**config.mk**
```make
export PLATFORM = sky130hd
export DESIGN_NAME = prescaled_updown_counter
export DESIGN_NICKNAME = d
export VERILOG_FILES = /design/src/rtl/prescaled_updown_counter.sv
export SDC_FILE = /design/constraint.sdc
export NUM_CORES = 1
export LEC_CHECK = 0
export ABC_CLOCK_PERIOD_IN_PS = 16340
export CELL_PAD_IN_SITES_DETAIL_PLACEMENT = 0
export CELL_PAD_IN_SITES_GLOBAL_PLACEMENT = 1
export CORE_UTILIZATION = 40
export DETAILED_ROUTE_END_ITERATION = 6
export PLACE_DENSITY_LB_ADDON = 0.1
export SLEW_MARGIN = 20
export SYNTH_ARGS = -nofsm -noshare
export SYNTH_HDL_FRONTEND = slang
export SYNTH_SLANG_ARGS = --single-unit
```
**constraint.sdc**
```tcl
create_clock -name clk -period 16.34 [get_ports clk]
set_input_delay 3.268 -clock clk [delete_from_list [all_inputs] [get_ports clk]]
set_output_delay 3.268 -clock clk [all_outputs]
set_load 0.1 [all_outputs]
```
**src/rtl/prescaled_updown_counter.sv**
```systemverilog
// Up/down counter with an integrated prescaler tick, programmable limit, load, and wrap/saturate bounds.
// Define PRESCALED_COUNTER_BCD_EN to count in packed BCD digits instead of binary.
module prescaled_updown_counter #(
    parameter int NUM_CNT_BITS = 16,
    parameter int NUM_DIV_BITS = 22,
    parameter int SATURATE     = 0
) (
    input  logic                    clk,
    input  logic                    n_rst,
    input  logic                    clear,
    input  logic                    count_enable,
    input  logic                    up_down,
    input  logic                    load,
    input  logic [NUM_CNT_BITS-1:0] load_val,
    input  logic [NUM_CNT_BITS-1:0] limit_val,
    input  logic [NUM_DIV_BITS-1:0] div_val,
    output logic [NUM_CNT_BITS-1:0] count_out,
    output logic                    tick,
    output logic                    wrap_flag,
    output logic                    at_limit
);

    localparam logic [NUM_DIV_BITS-1:0] DIV_ONE = NUM_DIV_BITS'(1);

    logic [NUM_DIV_BITS-1:0] div_cnt;
    logic [NUM_DIV_BITS-1:0] div_eff;
    logic [NUM_DIV_BITS-1:0] div_nxt;
    logic [NUM_CNT_BITS-1:0] cnt_nxt;
    logic                    wrap_nxt;

`ifdef PRESCALED_COUNTER_BCD_EN
    localparam int NUM_DIGITS = NUM_CNT_BITS / 4;

    // Out-of-range nibbles are read as 9 so every step lands back on valid BCD.
    function automatic logic [NUM_CNT_BITS-1:0] bound_val(input logic [NUM_CNT_BITS-1:0] v);
        logic [NUM_CNT_BITS-1:0] r;
        r = v;
        for (int i = 0; i < NUM_DIGITS; i++) begin
            if (r[4*i +: 4] > 4'd9) r[4*i +: 4] = 4'd9;
        end
        return r;
    endfunction

    function automatic logic [NUM_CNT_BITS-1:0] step_up(input logic [NUM_CNT_BITS-1:0] v);
        logic [NUM_CNT_BITS-1:0] r;
        logic                    carry;
        r     = bound_val(v);
        carry = 1'b1;
        for (int i = 0; i < NUM_DIGITS; i++) begin
            if (carry) begin
                if (r[4*i +: 4] >= 4'd9) begin
                    r[4*i +: 4] = 4'd0;
                end else begin
                    r[4*i +: 4] = r[4*i +: 4] + 4'd1;
                    carry       = 1'b0;
                end
            end
        end
        return r;
    endfunction

    function automatic logic [NUM_CNT_BITS-1:0] step_down(input logic [NUM_CNT_BITS-1:0] v);
        logic [NUM_CNT_BITS-1:0] r;
        logic                    borrow;
        r      = bound_val(v);
        borrow = 1'b1;
        for (int i = 0; i < NUM_DIGITS; i++) begin
            if (borrow) begin
                if (r[4*i +: 4] == 4'd0) begin
                    r[4*i +: 4] = 4'd9;
                end else begin
                    r[4*i +: 4] = r[4*i +: 4] - 4'd1;
                    borrow      = 1'b0;
                end
            end
        end
        return r;
    endfunction
`else
    function automatic logic [NUM_CNT_BITS-1:0] bound_val(input logic [NUM_CNT_BITS-1:0] v);
        return v;
    endfunction

    function automatic logic [NUM_CNT_BITS-1:0] step_up(input logic [NUM_CNT_BITS-1:0] v);
        return v + NUM_CNT_BITS'(1);
    endfunction

    function automatic logic [NUM_CNT_BITS-1:0] step_down(input logic [NUM_CNT_BITS-1:0] v);
        return v - NUM_CNT_BITS'(1);
    endfunction
`endif

    // A terminal value lowered below the current div_cnt still ticks, so the prescaler cannot hang.
    assign div_eff  = (div_val == '0) ? DIV_ONE : div_val;
    assign tick     = (div_cnt >= (div_eff - DIV_ONE));
    assign at_limit = up_down ? (count_out == limit_val) : (count_out == '0);
    assign div_nxt  = (clear || tick) ? '0 : (div_cnt + DIV_ONE);

    always_comb begin
        cnt_nxt  = count_out;
        wrap_nxt = 1'b0;
        if (clear) begin
            cnt_nxt = '0;
        end else if (load) begin
            cnt_nxt = load_val;
        end else if (tick && count_enable) begin
            if (up_down) begin
                if (bound_val(count_out) >= bound_val(limit_val)) begin
                    if (SATURATE == 0) begin
                        cnt_nxt  = '0;
                        wrap_nxt = 1'b1;
                    end
                end else begin
                    cnt_nxt = step_up(count_out);
                end
            end else begin
                if (count_out == '0) begin
                    if (SATURATE == 0) begin
                        cnt_nxt  = limit_val;
                        wrap_nxt = 1'b1;
                    end
                end else begin
                    cnt_nxt = step_down(count_out);
                end
            end
        end
    end

    always_ff @(posedge clk or negedge n_rst) begin
        if (!n_rst) begin
            div_cnt   <= '0;
            count_out <= '0;
            wrap_flag <= 1'b0;
        end else begin
            div_cnt   <= div_nxt;
            count_out <= cnt_nxt;
            wrap_flag <= wrap_nxt;
        end
    end

endmodule

```
# [After elaboration in Yosys (flattened, before gate mapping)]
# Cells that the tools add are included.
# Widths: inputs -> output; s select.
[totals] word_cells=30 out_inout_bits=19 input_bits=60 ff_bits=39
[classes] n_eq_ne=1 muxes=15 order_cmp=2 n_reduce_logical=5 addsub=4
[op_table] op="$mux 16" count=6
[op_table] op="$mux 22" count=2
[op_table] op="$add 22x1->22 const B" count=1
[op_table] op="$ge 22x22->1" count=1
[op_table] op="$logic_not 22->1" count=1
[op_table] op="$sub 22x1->22 const B" count=1
[op_table] op="$add 16x1->16 const B" count=1
[op_table] op="$eq 16x16->1" count=1
[op_table] op="$ge 16x16->1" count=1
[op_table] op="$logic_not 16->1" count=1
[op_table] op="$sub 16x1->16 const B" count=1
[op_table] op="$mux 1" count=7
[op_table] op="$reduce_bool 3->1" count=1
[op_table] op="$logic_and 1x1->1" count=1
[op_table] op="$logic_or 1x1->1" count=1

# [Logic depth before layout (Yosys ltp)]
[depth] ltp_word=8 depth_mapped=20 ltp_nobuf=19

# [Worst setup path after synthesis]
# OpenSTA, ideal clock, no wires.
[synth_timing] kind="in2out" start="in div_val[7]" end="out tick" path_buffers=0 t_arrival_ps=7524 required_ps=13072 cell_stages=16 setup_slack_ps=5548 cell_sequence="or4_4 -> or3_4 -> nand4bb_1 -> nor4_1 -> nor2_1 -> ha_1 -> nand2_1 -> or2_1 -> nor2_1 -> nand2_1 -> xor2_1 -> ha_1 -> nand4_1 -> nor3_1 -> inv_1 -> o311ai_2"
[synth_between] elab_chain_len=4
[synth_rtl] item="start, declared" line_no="16" rtl="input logic [NUM_DIV_BITS-1:0] div_val,"
[synth_rtl] item="$logic_not 22->1" line_no="94" rtl="assign div_eff = (div_val == '0) ? DIV_ONE : div_val;"
[synth_rtl] item="$mux 22 (*)" line_no="94"
[synth_rtl] item="$sub 22x1->22 (*)" line_no="95" rtl="assign tick = (div_cnt >= (div_eff - DIV_ONE));"
[synth_rtl] item="$ge 22x22->1 (*)" line_no="95"
[synth_rtl] item="end, declared" line_no="18" rtl="output logic tick,"
# Every way passes the cells marked *; elsewhere a longest branch is shown, timed or not.

# [Worst setup path after layout]
# Ends and elaborated chain as after synthesis.

==> results.py <==
metrics = {
    "setup_path": {
        "slowest_stage": "clkdlybuf4s50_1",
        "worstPathArrival_ps": 8580,
        "critPathLaunchType": "primary input",
        "slowest_delay_ps": 1240,
        "cp-end-kind": "output pin",
        "rr_endpoint": "count_out[5]",
        "r2r-start": "count_out[7]",
        "critPathKind": "in -> out",
        "cp_num_buf_inv": 3,
        "cp_max_fo": 5,
        "worstPathCellList": "clkdlybuf4s50_1 -> or4_4 -> or3_4 -> nand4bb_1 -> nor4_1 -> nor2_1 -> ha_1 -> nand2_1 -> or2_1 -> nor2_1 -> nand2_1 -> xor2_1 -> ha_1 -> nand4_1 -> nor3_1 -> inv_1 -> o311ai_2 -> clkdlybuf4s50_1",
        "regToRegSetupSlack_ps": 12910,
        "critPathRequiredTime_ps": 13070,
        "r2r_cells": 7,
        "cp_top_family": "simple AND/OR/NAND/NOR gates",
    },
    "grt": {
        "grt.busiest_layer": "met2",
        "grt_pass1_vias": 3627,
        "overflow": 0,
        "use_met3": 0.02189,
        "met2_usage": 0.4058,
        "grt_max_degree": 40,
        "grt_pass1_wl_microns": 17390,
        "grt_usage": 0.2144,
        "gr-usage-met1": 0.2630,
        "antenna_found_initial": 0,
    },
    "timing": {
        "fmax_mhz": 84.37,
        "rsz0062_at_grt": "no",
        "postLayoutSetupSlackWorst_ps": 4488,
        "finalSetupViolCount": 0,
        "maxSlewHeadroom": 0.2826,
        "tightest_slew_ps": 1073,
        "period_needed_ps": 11850,
        "final_hold_viol_count": 0,
        "maxSlewViolCount": 0,
        "tns_ps": 0,
        "final.period_utilization": 0.7254,
        "skew_ps": 5.072,
        "hold_ws_ps": 511.3,
    },
    "clock_network": {
        "cts_buffers": 5,
        "cts-hold-fix-buffers": 0,
        "clockBufferDepth": 2,
        "cts_tree": "done",
        "cts-resized-gates": 0,
        "path_clk_slew_ps": 80,
        "htree_levels": 2,
        "cts_sinks": 39,
        "post_cts_buffers": 0,
        "cts-root-buf": "clkbuf_8",
        "clkLatencyLatePin_ps": 300,
    },
    "pwr": {
        "p_int_uw": 176.2,
        "p_seq_frac": 0.374,
        "p_comb_frac": 0.402,
        "netSwitchingPower_uw": 125.8,
        "p_leak_nw": 2.029,
        "sw_frac_of_total": 0.4165,
        "power.total_uw": 302.0,
        "cellPowerDensity_mw_per_mm2": 60.93,
        "vdd_ir_drop_max_mv": 0.03020,
        "clockPowerShare": 0.223,
    },
    "logic_synthesis": {
        "yosys_register_bits": 39,
        "synth_nets": 614,
        "synth_seq_area_share": 0.2422,
        "synth-xor-area-share": 0.1217,
        "synth_cell_types": 63,
        "synth-simple-area-share": 0.2851,
        "synth_ff_type": "dfrtp_1",
        "avgSynthCellArea_sq_um": 7.884,
        "ys_warn_count": 0,
        "synth-edff-count": 0,
        "synth.area.mux_share": 0,
        "syn_inst": 511,
        "syn_area_sq_mm": 0.004029,
        "synth-async-reset-ratio": 1.000,
        "synthAdderAreaFrac": 0.1335,
        "synth_compound_area_frac": 0.1621,
        "synth_top_family_by_area": "simple AND/OR/NAND/NOR gates",
    },
    "cells_and_area": {
        "layout_common_cells": "77 x clkdlybuf4s50_1, 73 x nor2_1, 43 x ha_1",
        "final_common_cell": "clkdlybuf4s50_1",
        "fin_util": 0.5070,
        "diodes": 0,
        "drive_above_1_share": 0.04007,
        "area_delta_synth_final_pct": 23.01,
        "fin_nets": 676,
    },
    "drt": {
        "first_pass_iters": 4,
        "routedWlPerCell_microns": 15.47,
        "vias_per_cell": 5.465,
        "wl_microns": 10940,
        "antenna_left": 0,
        "drc_errors": 0,
        "vias": 3864,
        "drt-initial-drc-count": 144,
    },
    "floorplanning": {
        "die_area_sq_mm": 0.01048,
        "core-area_sq_mm": 0.009774,
        "initial_core_util": 0.4122,
        "die_y_microns": 102.4,
        "num_rows": 36,
        "dieWidth_microns": 102.4,
        "ios": 79,
    },
    "job": {
        "maxCapViolations": 0,
    },
    "run_status": {
        "outcome": "finished clean",
    },
    "hold_path": {
        "hold_path.class": "reg -> reg",
        "holdPathEnd": "div_cnt[0]",
        "hold_depth": 1,
        "hold_start": "div_cnt[0]",
    },
    "placement": {
        "dp_hpwl_microns": 8319,
        "portBuffers": 78,
        "place.gp.congestion": 0.8654,
        "place_ws_ps": 4443,
    },
}
state kept, by name, indices dropped and copies added, names as in the netlist:
register / count
count_out: 16
div_cnt: 22
wrap_flag: 1
cell type report:
| type | count | area, sq um |
|---|---|---|
| multi-input combinational | 417 | 2830 |
| timing repair buffer | 79 | 783.3 |
| inverter | 31 | 116.4 |
| clock buffer | 5 | 68.82 |
| sequential | 39 | 975.9 |
| tap | 133 | 166.4 |
| fill | 1002 | 4818 |
| clock inverter | 3 | 15.01 |
routing by layer:
metal	up-vias	wire length, microns
li1	1953	-
met1	1800	4789
met2	106	5610
met3	5	487
met4	0	51
met5	-	0
cells by family (layout without fill, tap and decap cells):
kind of cell,after synthesis,in the layout
AO/OA/AOI/OAI,93,93
XOR/XNOR,56,56
flip-flops,39,39
AND/OR/NAND/NOR,225,225
buffers and inverters,55,118
adder cells (fa/ha/maj),43,43
per-stage QoR:
step	cell area, sq um	cells
final	4956	707
after global routing	4956	707
after CTS	4956	707
after detailed placement	4872	699
after global placement	4872	699
after floorplan	4029	511
power by group through the flow:
stage / combinational [mW] / sequential, mW / clock (mW)
final: 0.121 / 0.113 / 0.0674
after global routing: 0.132 / 0.114 / 0.0736
after CTS: 0.122 / 0.113 / 0.0703
after detailed placement: 0.121 / 0.115 / 0
after global placement: 0.120 / 0.115 / 0
after floorplan: 0.0615 / 0.134 / 0
worst reg2reg max path: stages, from the launching register on:
cell and delay (ps):
dfrtp_1 660, ha_1 360, a21oi_1 140, o21ai_0 120
a211oi_1 280, nand4_1 870, o311ai_0 720, a32o_1 230
Yosys cell counts (2+ instances only):
cell       n  area share
nor2_1    73       0.068
ha_1      43        0.13
nand2_1   41       0.038
dfrtp_1   39        0.24
xor2_1    31       0.067
inv_1     30       0.028
nand3_1   25       0.031
xnor2_1   25       0.054
a21oi_1   23       0.029
nor3_1    17       0.021
clkbuf_1  14       0.013
o21ai_0   14       0.017
nand4_1   13       0.020
a211oi_1   8       0.015
nor4_1     8       0.012
and3_1     7       0.011
buf_2      7      0.0087
nand2b_1   7       0.011
o211ai_1   7       0.013
a22oi_1    6       0.011
o22ai_1    5      0.0078
nand3b_1   4      0.0075
nor3b_1    4      0.0075
o31ai_1    4      0.0075
and2_1     3      0.0047
and4_1     3      0.0065
or3_1      3      0.0047
or4_1      3      0.0056
a211o_1    2      0.0043
a32o_1     2      0.0050
buf_4      2      0.0037
nand3_2    2      0.0050
nor2b_1    2      0.0031
o21bai_1   2      0.0037
o221ai_1   2      0.0043
o311ai_0   2      0.0043
o32ai_1    2      0.0043
worst max path at each step:
stage	depth (start not counted)	slack [ps]	from	endpoint
6_report	18	4490	div_val[7]	tick
2_1_floorplan	16	5550	div_val[7]	tick
3_5_place_dp	18	4440	div_val[7]	tick
3_3_place_gp	18	4620	div_val[7]	tick
4_1_cts	18	4430	div_val[7]	tick
5_1_grt	18	4160	div_val[13]	tick
Power figures use the tool's default switching activity.
